`src/rtl/cla_chain_ctrl.sv`:
```
// Nibble-serial sequencer around a 4-bit registered CLA: walks WIDTH-bit operands LSB nibble first.
// Optional two's-complement overflow output is enabled by defining CLA_CHAIN_OVF_EN.
//
// state | meaning
// IDLE  | waiting for start; adder drive holds last values
// EXEC  | nibble in flight; wcnt counts adder latency, then capture
// DONE  | one-cycle completion; start here is accepted back-to-back
module cla_chain_ctrl #(
  parameter int WIDTH   = 16,
  parameter int ADD_LAT = 1
) (
  input  logic             clk,
  input  logic             rst,
  input  logic             start,
  input  logic [WIDTH-1:0] op_a,
  input  logic [WIDTH-1:0] op_b,
  input  logic             cin,
  output logic             busy,
  output logic             done,
  output logic [WIDTH-1:0] sum,
  output logic             cout,
`ifdef CLA_CHAIN_OVF_EN
  output logic             ovf,
`endif
  output logic [3:0]       add_a,
  output logic [3:0]       add_b,
  output logic             add_cin,
  input  logic [3:0]       add_s,
  input  logic             add_cout
);

  localparam int N     = WIDTH / 4;
  localparam int IDX_W = (N > 1) ? $clog2(N) : 1;
  localparam int CNT_W = $clog2(ADD_LAT + 1);
  localparam logic [IDX_W-1:0] LAST_IDX = IDX_W'(N - 1);
  localparam logic [CNT_W-1:0] LAT_C    = CNT_W'(ADD_LAT);

  typedef enum logic [1:0] {S_IDLE, S_EXEC, S_DONE} state_t;

  state_t             state_q, state_d;
  logic [WIDTH-1:0]   a_q, a_d;
  logic [WIDTH-1:0]   b_q, b_d;
  logic [IDX_W-1:0]   idx_q, idx_d;
  logic [CNT_W-1:0]   wcnt_q, wcnt_d;
  logic [WIDTH-1:0]   work_q, work_d;
  logic [WIDTH-1:0]   sum_q, sum_d;
  logic               cout_q, cout_d;
  logic               busy_q, busy_d;
  logic               done_q, done_d;
  logic [3:0]         add_a_q, add_a_d;
  logic [3:0]         add_b_q, add_b_d;
  logic               add_cin_q, add_cin_d;
  logic               ovf_q, ovf_d;
  logic [WIDTH-1:0]   merged;
  logic [IDX_W-1:0]   nxt_idx;

  always_comb begin
    state_d   = state_q;
    a_d       = a_q;
    b_d       = b_q;
    idx_d     = idx_q;
    wcnt_d    = wcnt_q;
    work_d    = work_q;
    sum_d     = sum_q;
    cout_d    = cout_q;
    busy_d    = busy_q;
    done_d    = 1'b0;
    add_a_d   = add_a_q;
    add_b_d   = add_b_q;
    add_cin_d = add_cin_q;
    ovf_d     = ovf_q;

    // Work value with the nibble currently leaving the adder merged in.
    merged = work_q;
    merged[4*int'(idx_q) +: 4] = add_s;
    nxt_idx = idx_q + IDX_W'(1);

    case (state_q)
      S_IDLE, S_DONE: begin
        state_d = S_IDLE;
        if (start) begin
          a_d       = op_a;
          b_d       = op_b;
          idx_d     = '0;
          wcnt_d    = '0;
          work_d    = '0;
          add_a_d   = op_a[3:0];
          add_b_d   = op_b[3:0];
          add_cin_d = cin;
          busy_d    = 1'b1;
          state_d   = S_EXEC;
        end
      end
      S_EXEC: begin
        if (wcnt_q < LAT_C) begin
          wcnt_d = wcnt_q + CNT_W'(1);
        end else begin
          work_d = merged;
          if (idx_q == LAST_IDX) begin
            sum_d   = merged;
            cout_d  = add_cout;
            ovf_d   = (a_q[WIDTH-1] == b_q[WIDTH-1]) && (merged[WIDTH-1] != a_q[WIDTH-1]);
            busy_d  = 1'b0;
            done_d  = 1'b1;
            state_d = S_DONE;
          end else begin
            idx_d     = nxt_idx;
            wcnt_d    = '0;
            add_a_d   = a_q[4*int'(nxt_idx) +: 4];
            add_b_d   = b_q[4*int'(nxt_idx) +: 4];
            add_cin_d = add_cout;
          end
        end
      end
      default: state_d = S_IDLE;
    endcase
  end

  always_ff @(posedge clk or posedge rst) begin
    if (rst) begin
      state_q   <= S_IDLE;
      a_q       <= '0;
      b_q       <= '0;
      idx_q     <= '0;
      wcnt_q    <= '0;
      work_q    <= '0;
      sum_q     <= '0;
      cout_q    <= 1'b0;
      busy_q    <= 1'b0;
      done_q    <= 1'b0;
      add_a_q   <= '0;
      add_b_q   <= '0;
      add_cin_q <= 1'b0;
      ovf_q     <= 1'b0;
    end else begin
      state_q   <= state_d;
      a_q       <= a_d;
      b_q       <= b_d;
      idx_q     <= idx_d;
      wcnt_q    <= wcnt_d;
      work_q    <= work_d;
      sum_q     <= sum_d;
      cout_q    <= cout_d;
      busy_q    <= busy_d;
      done_q    <= done_d;
      add_a_q   <= add_a_d;
      add_b_q   <= add_b_d;
      add_cin_q <= add_cin_d;
      ovf_q     <= ovf_d;
    end
  end

  assign busy    = busy_q;
  assign done    = done_q;
  assign sum     = sum_q;
  assign cout    = cout_q;
  assign add_a   = add_a_q;
  assign add_b   = add_b_q;
  assign add_cin = add_cin_q;

`ifdef CLA_CHAIN_OVF_EN
  assign ovf = ovf_q;
`else
  logic unused_ovf;
  assign unused_ovf = ovf_q;
`endif

endmodule

```
`config.mk`:
```
export PLATFORM = sky130hd
export DESIGN_NAME = cla_chain_ctrl
export DESIGN_NICKNAME = d
export VERILOG_FILES = /design/src/rtl/cla_chain_ctrl.sv
export SDC_FILE = /design/constraint.sdc
export NUM_CORES = 1
export LEC_CHECK = 0
export ABC_AREA = 1
export CORE_MARGIN = 1.5
export CORE_UTILIZATION = 55
export DETAILED_ROUTE_END_ITERATION = 10
export DONT_BUFFER_PORTS = 1
export PLACE_DENSITY_LB_ADDON = 0.12
export RECOVER_POWER = 25
export SLEW_MARGIN = 10
export SYNTH_ARGS = -nofsm -noshare
export SYNTH_HDL_FRONTEND = slang
export SYNTH_SLANG_ARGS = --single-unit
```
`constraint.sdc`:
```
create_clock -name clk -period 5.6 [get_ports clk]
set_input_delay 1.12 -clock clk [delete_from_list [all_inputs] [get_ports clk]]
set_output_delay 1.12 -clock clk [all_outputs]
set_load 0.005 [all_outputs]
```
==> results.yml, run 1 <==
outcome:
  run_status: "finished, final reports clean"
pwr:
  switching_share_of_power_pct: 41.3
  share_comb_of_total_power_pct: 37.6
  power_switching_uw: 986
  ir_drop_uv: 322
  leakage_nw: 2.09
  power.share.sequential_pct: 41.2
  internal_power_mw: 1.40
  power.density_cell_area_nw_per_um2: 623
  share_clk_of_total_power_pct: 21.2
final_layout:
  fin_util_pct: 60.3
  final_net_count: 509
  seq_area_um2: 1930
  fill_cells: 594
  multiInputGateArea_um2: 1460
  layout-drive-gt1-share_pct: 5.13
  antenna_cells: 0
  area.growth.synth_to_final_pct: 6.50
detailed_routing:
  vias: 2903
  drc: 0
  route.detailed.wl_per_inst_um: 13.9
  routed_wirelength_um: 7580
  initialDrtViolationCount: 176
  vias_per_cell: 5.33
  ant_nets: 0
  detail_route.first_pass.iterations: 4
timing:
  rsz0062_at_grt: "false"
  setup_total_negative_slack_ns: 0
  max-slew-margin-rel_pct: 7.52
  setup_violations: 0
  timing_worst_slew_pin_value_ns: 1.39
  worst_hold_slack_ns: 0.483
  finalCritPeriodShare_pct: 57.6
  achievable-frequency_mhz: 310
  finalMaxSlewViolations: 0
  min_period_ns: 3.23
  finalHoldViolations: 0
  fin_worst_skew_ns: 0.00538
worst_hold_path:
  worst_hold_path_type: "flip-flop to flip-flop"
setup_path:
  rrSetupSlack_ns: 2.37
  rr_worst_depth: 8
  timing.critical_path.from_type: "flip-flop"
  crit-reg2reg-launch: "idx_q[0]$_DFFE_PP0P_"
  critical_path.max_fanout: 26
  critPathRequiredTime_ns: 5.89
  crit_path_end_kind: "flip-flop"
  rr_endpoint: "work_q[8]$_DFFE_PP0P_"
  worst_setup_path_startpoint: "idx_q[0]$_DFFE_PP0P_"
  setup.worst_path.end: "work_q[8]$_DFFE_PP0P_"
  timing.critical_path.arrival_ns: 3.52
  worst-path-stages: 8
  cp_top_family: "flip-flops"
  timing.critical_path.mode_cell: "sky130_fd_sc_hd__nand2_1"
  path_class: "flip-flop to flip-flop"
  cp_num_buf_inv: 2
  critical_path_cell_by_cell: "inv_1, ha_1, inv_1, nor2_1, nand2_1, o21ai_0, nand2_1, nand2_1"
  cpPeakStageDelay_ns: 0.88
  worst_path_max_delay_cell: "sky130_fd_sc_hd__dfrtp_1"
logic_synthesis:
  number_of_synthesized_register_bits: 77
  synth_cell_type_count: 19
  list_of_most_frequent_post_synthesis_cells: "sky130_fd_sc_hd__nand2_1 (263), sky130_fd_sc_hd__dfrtp_1 (77), sky130_fd_sc_hd__nand3_1 (26)"
  synth-warning-count: 0
  postSynth.asyncResetShare_pct: 100
  synth_area_per_cell_um2: 7.65
  synth_top_cells_by_area: "sky130_fd_sc_hd__dfrtp_1 (54%), sky130_fd_sc_hd__nand2_1 (27%), sky130_fd_sc_hd__nand3_1 (3.6%)"
  synth_most_common_cell: "sky130_fd_sc_hd__nand2_1"
  synth.top_cell.area_share_pct: 53.6
  synth_flop_cell: "sky130_fd_sc_hd__dfrtp_1"
  cell_area_after_synthesis_um2: 3600
  yosysSeqAreaShare_pct: 53.6
  synth_fp_nets: 516
  synth-edff-count: 0
  synth_cells: 470
  synth_largest_area_cell: "sky130_fd_sc_hd__dfrtp_1"
job:
  drv.max_cap_violation_count: 0
clock_tree:
  cts.repair.resized: 0
  htree_num_levels: 3
  insertion_delay_ns: 0.35
  tritoncts.num_buffers: 9
  cts_setup_buffers: 0
  longest_clk_path_bufs: 2
  tritoncts_num_sinks: 77
  cts_hold_repair.buffers: 0
  cts.clk_slew.worst_paths_ns: 0.08
  clk_root_buffer_cell: "sky130_fd_sc_hd__clkbuf_8"
  tritoncts_clock_tree: "yes"
global_route:
  grt_pass1_vias: 2845
  grt_pass1_wl_um: 13200
  initial_antenna_violation_count: 0
  grt_max_degree: 41
  groute.usage.overall_pct: 23.8
  grt.overflow.total: 0
die:
  dieArea_um2: 7030
  floorplan.initialDensity_pct: 56.7
  die_span_in_x_um: 83.9
  num_io_pins: 69
  design.core.area_um2: 6350
  y_dimension_of_the_die_um: 83.9
  fp-row-count: 29
placed_design:
  placement.io_buffers: 0
  dpl.hpwl_um: 5110
  globalplace.congestion: 0.865
[worst register-to-register path: stages (launching register included)]
cell	delay, ns
sky130_fd_sc_hd__dfrtp_1	0.88
sky130_fd_sc_hd__inv_1	0.56
sky130_fd_sc_hd__ha_1	0.69
sky130_fd_sc_hd__inv_1	0.29
sky130_fd_sc_hd__nor2_1	0.22
sky130_fd_sc_hd__nand2_1	0.08
sky130_fd_sc_hd__o21ai_0	0.26
sky130_fd_sc_hd__nand2_1	0.12
sky130_fd_sc_hd__nand2_1	0.07
[cells in the final DEF, fill, tap and decap left out, drive strengths merged]
cell type  instances
nand4              2
o21a               1
bufinv             3
nor3               1
inv               27
clkinv             1
o21ai             12
nor2              23
o22ai              8
ha                 5
buf                1
clkbuf            12
dfrtp             77
nand3             27
nand2            267
nand3b             1
[per-layer routing]
layer / part of all wire (%) / GRT usage [%]
met5: 0 / 0
met4: 2.4 / 10.4
met3: 6.1 / 7.22
met2: 48 / 37.9
met1: 44 / 30.1
[state kept, by name, indices dropped and copies added (netlist names)]
signal	count
a_q	16
add_a	4
wcnt_q	1
b_q	16
idx_q	2
state_q	2
cout	1
add_cin	1
done	1
add_b	4
sum	16
work_q	12
busy	1
[area by class of cell]
type	instances	area share, %
clock inverter	4	2.48
multi-input combinational	347	38.1
timing repair buffer	1	0.196
sequential	77	50.3
inverter	27	2.65
tap	77	2.51
clock buffer	12	3.79
[per-stage QoR]
step / instances / instance area [um^2] / setup slack (ns) / power (mW)
5_1_grt: 545 / 3830 / 2.03 / 2.60
2_1_floorplan: 470 / 3600 / 2.51 / 1.71
4_1_cts: 545 / 3840 / 2.40 / 2.41
6_report: 545 / 3830 / 2.37 / 2.39
3_5_place_dp: 529 / 3600 / 2.48 / 1.89
3_3_place_gp: 529 / 3600 / 2.68 / 1.86
[power by group through the flow]
| stage | Clock (mW) | Combinational [mW] | Sequential, mW |
|---|---|---|---|
| floorplan | 0 | 0.790 | 0.924 |
| global placement | 0 | 0.872 | 0.990 |
| detailed placement | 0 | 0.899 | 0.995 |
| CTS | 0.513 | 0.909 | 0.985 |
| global route | 0.535 | 1.05 | 1.02 |
| finish | 0.506 | 0.898 | 0.984 |
[kinds of logic (layout without fill, tap and decap cells)]
logic type | after synthesis | in the layout | synth area share [%]
AND/OR/NAND/NOR | 321 | 321 | 35.7
flip-flops | 77 | 77 | 53.6
buffers and inverters | 46 | 44 | 5.74
adder cells (fa/ha/maj) | 5 | 5 | 1.74
AO/OA/AOI/OAI | 21 | 21 | 3.27
[worst min-delay path by stage]
stage / startpoint / to / slack, ns / cells after the start
floorplan: a_q[10]$_DFFE_PP0P_ / a_q[10]$_DFFE_PP0P_ / 0.45 / 2
global placement: work_q[5]$_DFFE_PP0P_ / work_q[5]$_DFFE_PP0P_ / 0.46 / 2
detailed placement: work_q[5]$_DFFE_PP0P_ / work_q[5]$_DFFE_PP0P_ / 0.47 / 2
CTS: work_q[5]$_DFFE_PP0P_ / work_q[5]$_DFFE_PP0P_ / 0.49 / 2
global route: a_q[10]$_DFFE_PP0P_ / a_q[10]$_DFFE_PP0P_ / 0.50 / 2
finish: work_q[5]$_DFFE_PP0P_ / work_q[5]$_DFFE_PP0P_ / 0.48 / 2
Note: power is estimated with default switching activity, not from simulation.
==> run 2, diff against run 1 <==
==> constraint.sdc (replaced) <==
create_clock -name clk -period 2.7 [get_ports clk]
set_input_delay 0.54 -clock clk [delete_from_list [all_inputs] [get_ports clk]]
set_output_delay 0.54 -clock clk [all_outputs]
set_load 0.005 [all_outputs]
==> run 2 against run 1 <==
  * The run now ends with capacitance limit, slew limit left
  * Power up 110%
  * Via count is 0.38% lower
  * Clock skew rose by 0.0029 ns
  * Critical path depth unchanged
  * Global-route usage is 0.22 points lower
  * First-iteration DRC count down 24%
  * Cell area rose by 1.3%
  * Largest power group unchanged
==> results.yml, run 2 (same netlist as run 1, synthesis figures left out) <==
detailed_routing:
  ant_nets: 0
  route.detailed.wl_per_inst_um: 13.6
  vias: 2892
  vias_per_cell: 5.25
  routed_wirelength_um: 7510
  initialDrtViolationCount: 133
  drc: 0
  detail_route.first_pass.iterations: 5
clock_tree:
  cts.repair.resized: 0
  clk_root_buffer_cell: "sky130_fd_sc_hd__clkbuf_8"
  tritoncts_num_sinks: 77
  tritoncts.num_buffers: 9
  longest_clk_path_bufs: 2
  tritoncts_clock_tree: "yes"
  insertion_delay_ns: 0.35
  cts_setup_buffers: 0
  htree_num_levels: 3
  cts_hold_repair.buffers: 0
  cts.clk_slew.worst_paths_ns: 0.08
final_layout:
  layout_common_cells: "sky130_fd_sc_hd__nand2_1 (263), sky130_fd_sc_hd__dfrtp_1 (77), sky130_fd_sc_hd__nand3_1 (26), sky130_fd_sc_hd__inv_1 (25), sky130_fd_sc_hd__nor2_1 (21)"
  area.growth.synth_to_final_pct: 7.90
  most_frequent_standard_cell_in_the_layout_excluding_fill_and_tap_cells: "sky130_fd_sc_hd__nand2_1"
  fin_util_pct: 61.1
  layout-drive-gt1-share_pct: 6.75
  post_route_cell_area_um2: 3880
  final_net_count: 515
  antenna_cells: 0
timing:
  finalCritPeriodShare_pct: 77.6
  worst_hold_slack_ns: 0.293
  timing_worst_slew_pin_value_ns: 1.53
  setup_total_negative_slack_ns: 0
  rsz0062_at_grt: "false"
  max-slew-margin-rel_pct: -2.07
  setup_violations: 0
  fin_worst_skew_ns: 0.00825
  finalMaxSlewViolations: 43
  min_period_ns: 2.10
  finalHoldViolations: 0
  achievable-frequency_mhz: 477
placed_design:
  globalplace.congestion: 0.844
  dpl.hpwl_um: 5200
  placement.io_buffers: 0
  place_area_um2: 3640
pwr:
  design_power_total_mw: 4.96
  ir_drop_uv: 603
  leakage_nw: 2.12
  power.density_cell_area_nw_per_um2: 1280
setup_path:
  critical_path_cell_by_cell: "inv_1, ha_1, inv_1, nor2_1, nand2_1, o21ai_0, nand2_1, nand2_1"
  timing.critical_path.from_type: "flip-flop"
  path_class: "flip-flop to flip-flop"
  timing.critical_path.mode_cell: "sky130_fd_sc_hd__nand2_1"
  timing.critical_path.arrival_ns: 2.38
  cpPeakStageDelay_ns: 0.52
  critical_path.max_fanout: 11
  crit-reg2reg-launch: "idx_q[1]$_DFFE_PP0P_"
  cp_top_family: "adder cells"
  cp_num_buf_inv: 2
  critPathRequiredTime_ns: 2.99
  worst_path_max_delay_cell: "sky130_fd_sc_hd__ha_1"
  worst_setup_path_startpoint: "idx_q[1]$_DFFE_PP0P_"
  crit_path_end_kind: "flip-flop"
die:
  fp-row-count: 29
  design.core.area_um2: 6350
  floorplan.initialDensity_pct: 56.7
  dieArea_um2: 7030
  num_io_pins: 69
  y_dimension_of_the_die_um: 83.9
  die_span_in_x_um: 83.9
job:
  drv.max_cap_violation_count: 1
global_route:
  grt_pass1_vias: 2827
  groute.usage.overall_pct: 23.6
  grt.overflow.total: 0
  grt_max_degree: 43
  initial_antenna_violation_count: 0
  grt_pass1_wl_um: 13200
worst_hold_path:
  worst_hold_path_type: "input pin to flip-flop"
  holdCritStartpoint: "op_a[6]"
outcome:
  run_status: "finished with violations"
  failed_checks: "capacitance limit, slew limit"
[run 2: area by class of cell]
cell class	count	area (um^2)
clock buffers	13	179
flip-flops and latches	77	1930
well taps	77	96.3
fillers	573	2470
repair buffers	7	48.8
inverters	27	101
clock inverters	3	65.1
multi-input cells	347	1460
[run 2: final timing paths]
| kind | endpoint | slack [ns] | cells after the start |
|---|---|---|---|
| setup / recovery | work_q[11]$_DFFE_PP0P_ | 0.60 | 8 |
| hold / removal | a_q[6]$_DFFE_PP0P_ | 0.29 | 2 |
| setup reg to reg | work_q[11]$_DFFE_PP0P_ | 0.60 | 8 |
| hold reg to reg | b_q[13]$_DFFE_PP0P_ | 0.49 | 2 |
| max in group asynchronous | a_q[11]$_DFFE_PP0P_ | 0.99 | 2 |
| min in group asynchronous | busy$_DFFE_PP0P_ | 0.54 | 1 |
[run 2: through the flow]
stage,worst slack [ns],std cells
floorplan,0.193,470
global placement,0.720,535
detailed placement,0.646,535
CTS,0.631,551
global route,0.365,551
finish,0.603,551
[run 2: metal layers]
metal	track usage, %	wire, um	vias to the layer above
met5	0	0	-
met4	9.84	121	0
met3	6.53	481	10
met2	37.6	3500	86
met1	30.4	3400	1350
li1	-	-	1446
[run 2: power breakdown]
part / switching, mW / internal (mW)
logic: 1.31 / 0.637
clock network: 0.415 / 0.620
registers: 0.316 / 1.66
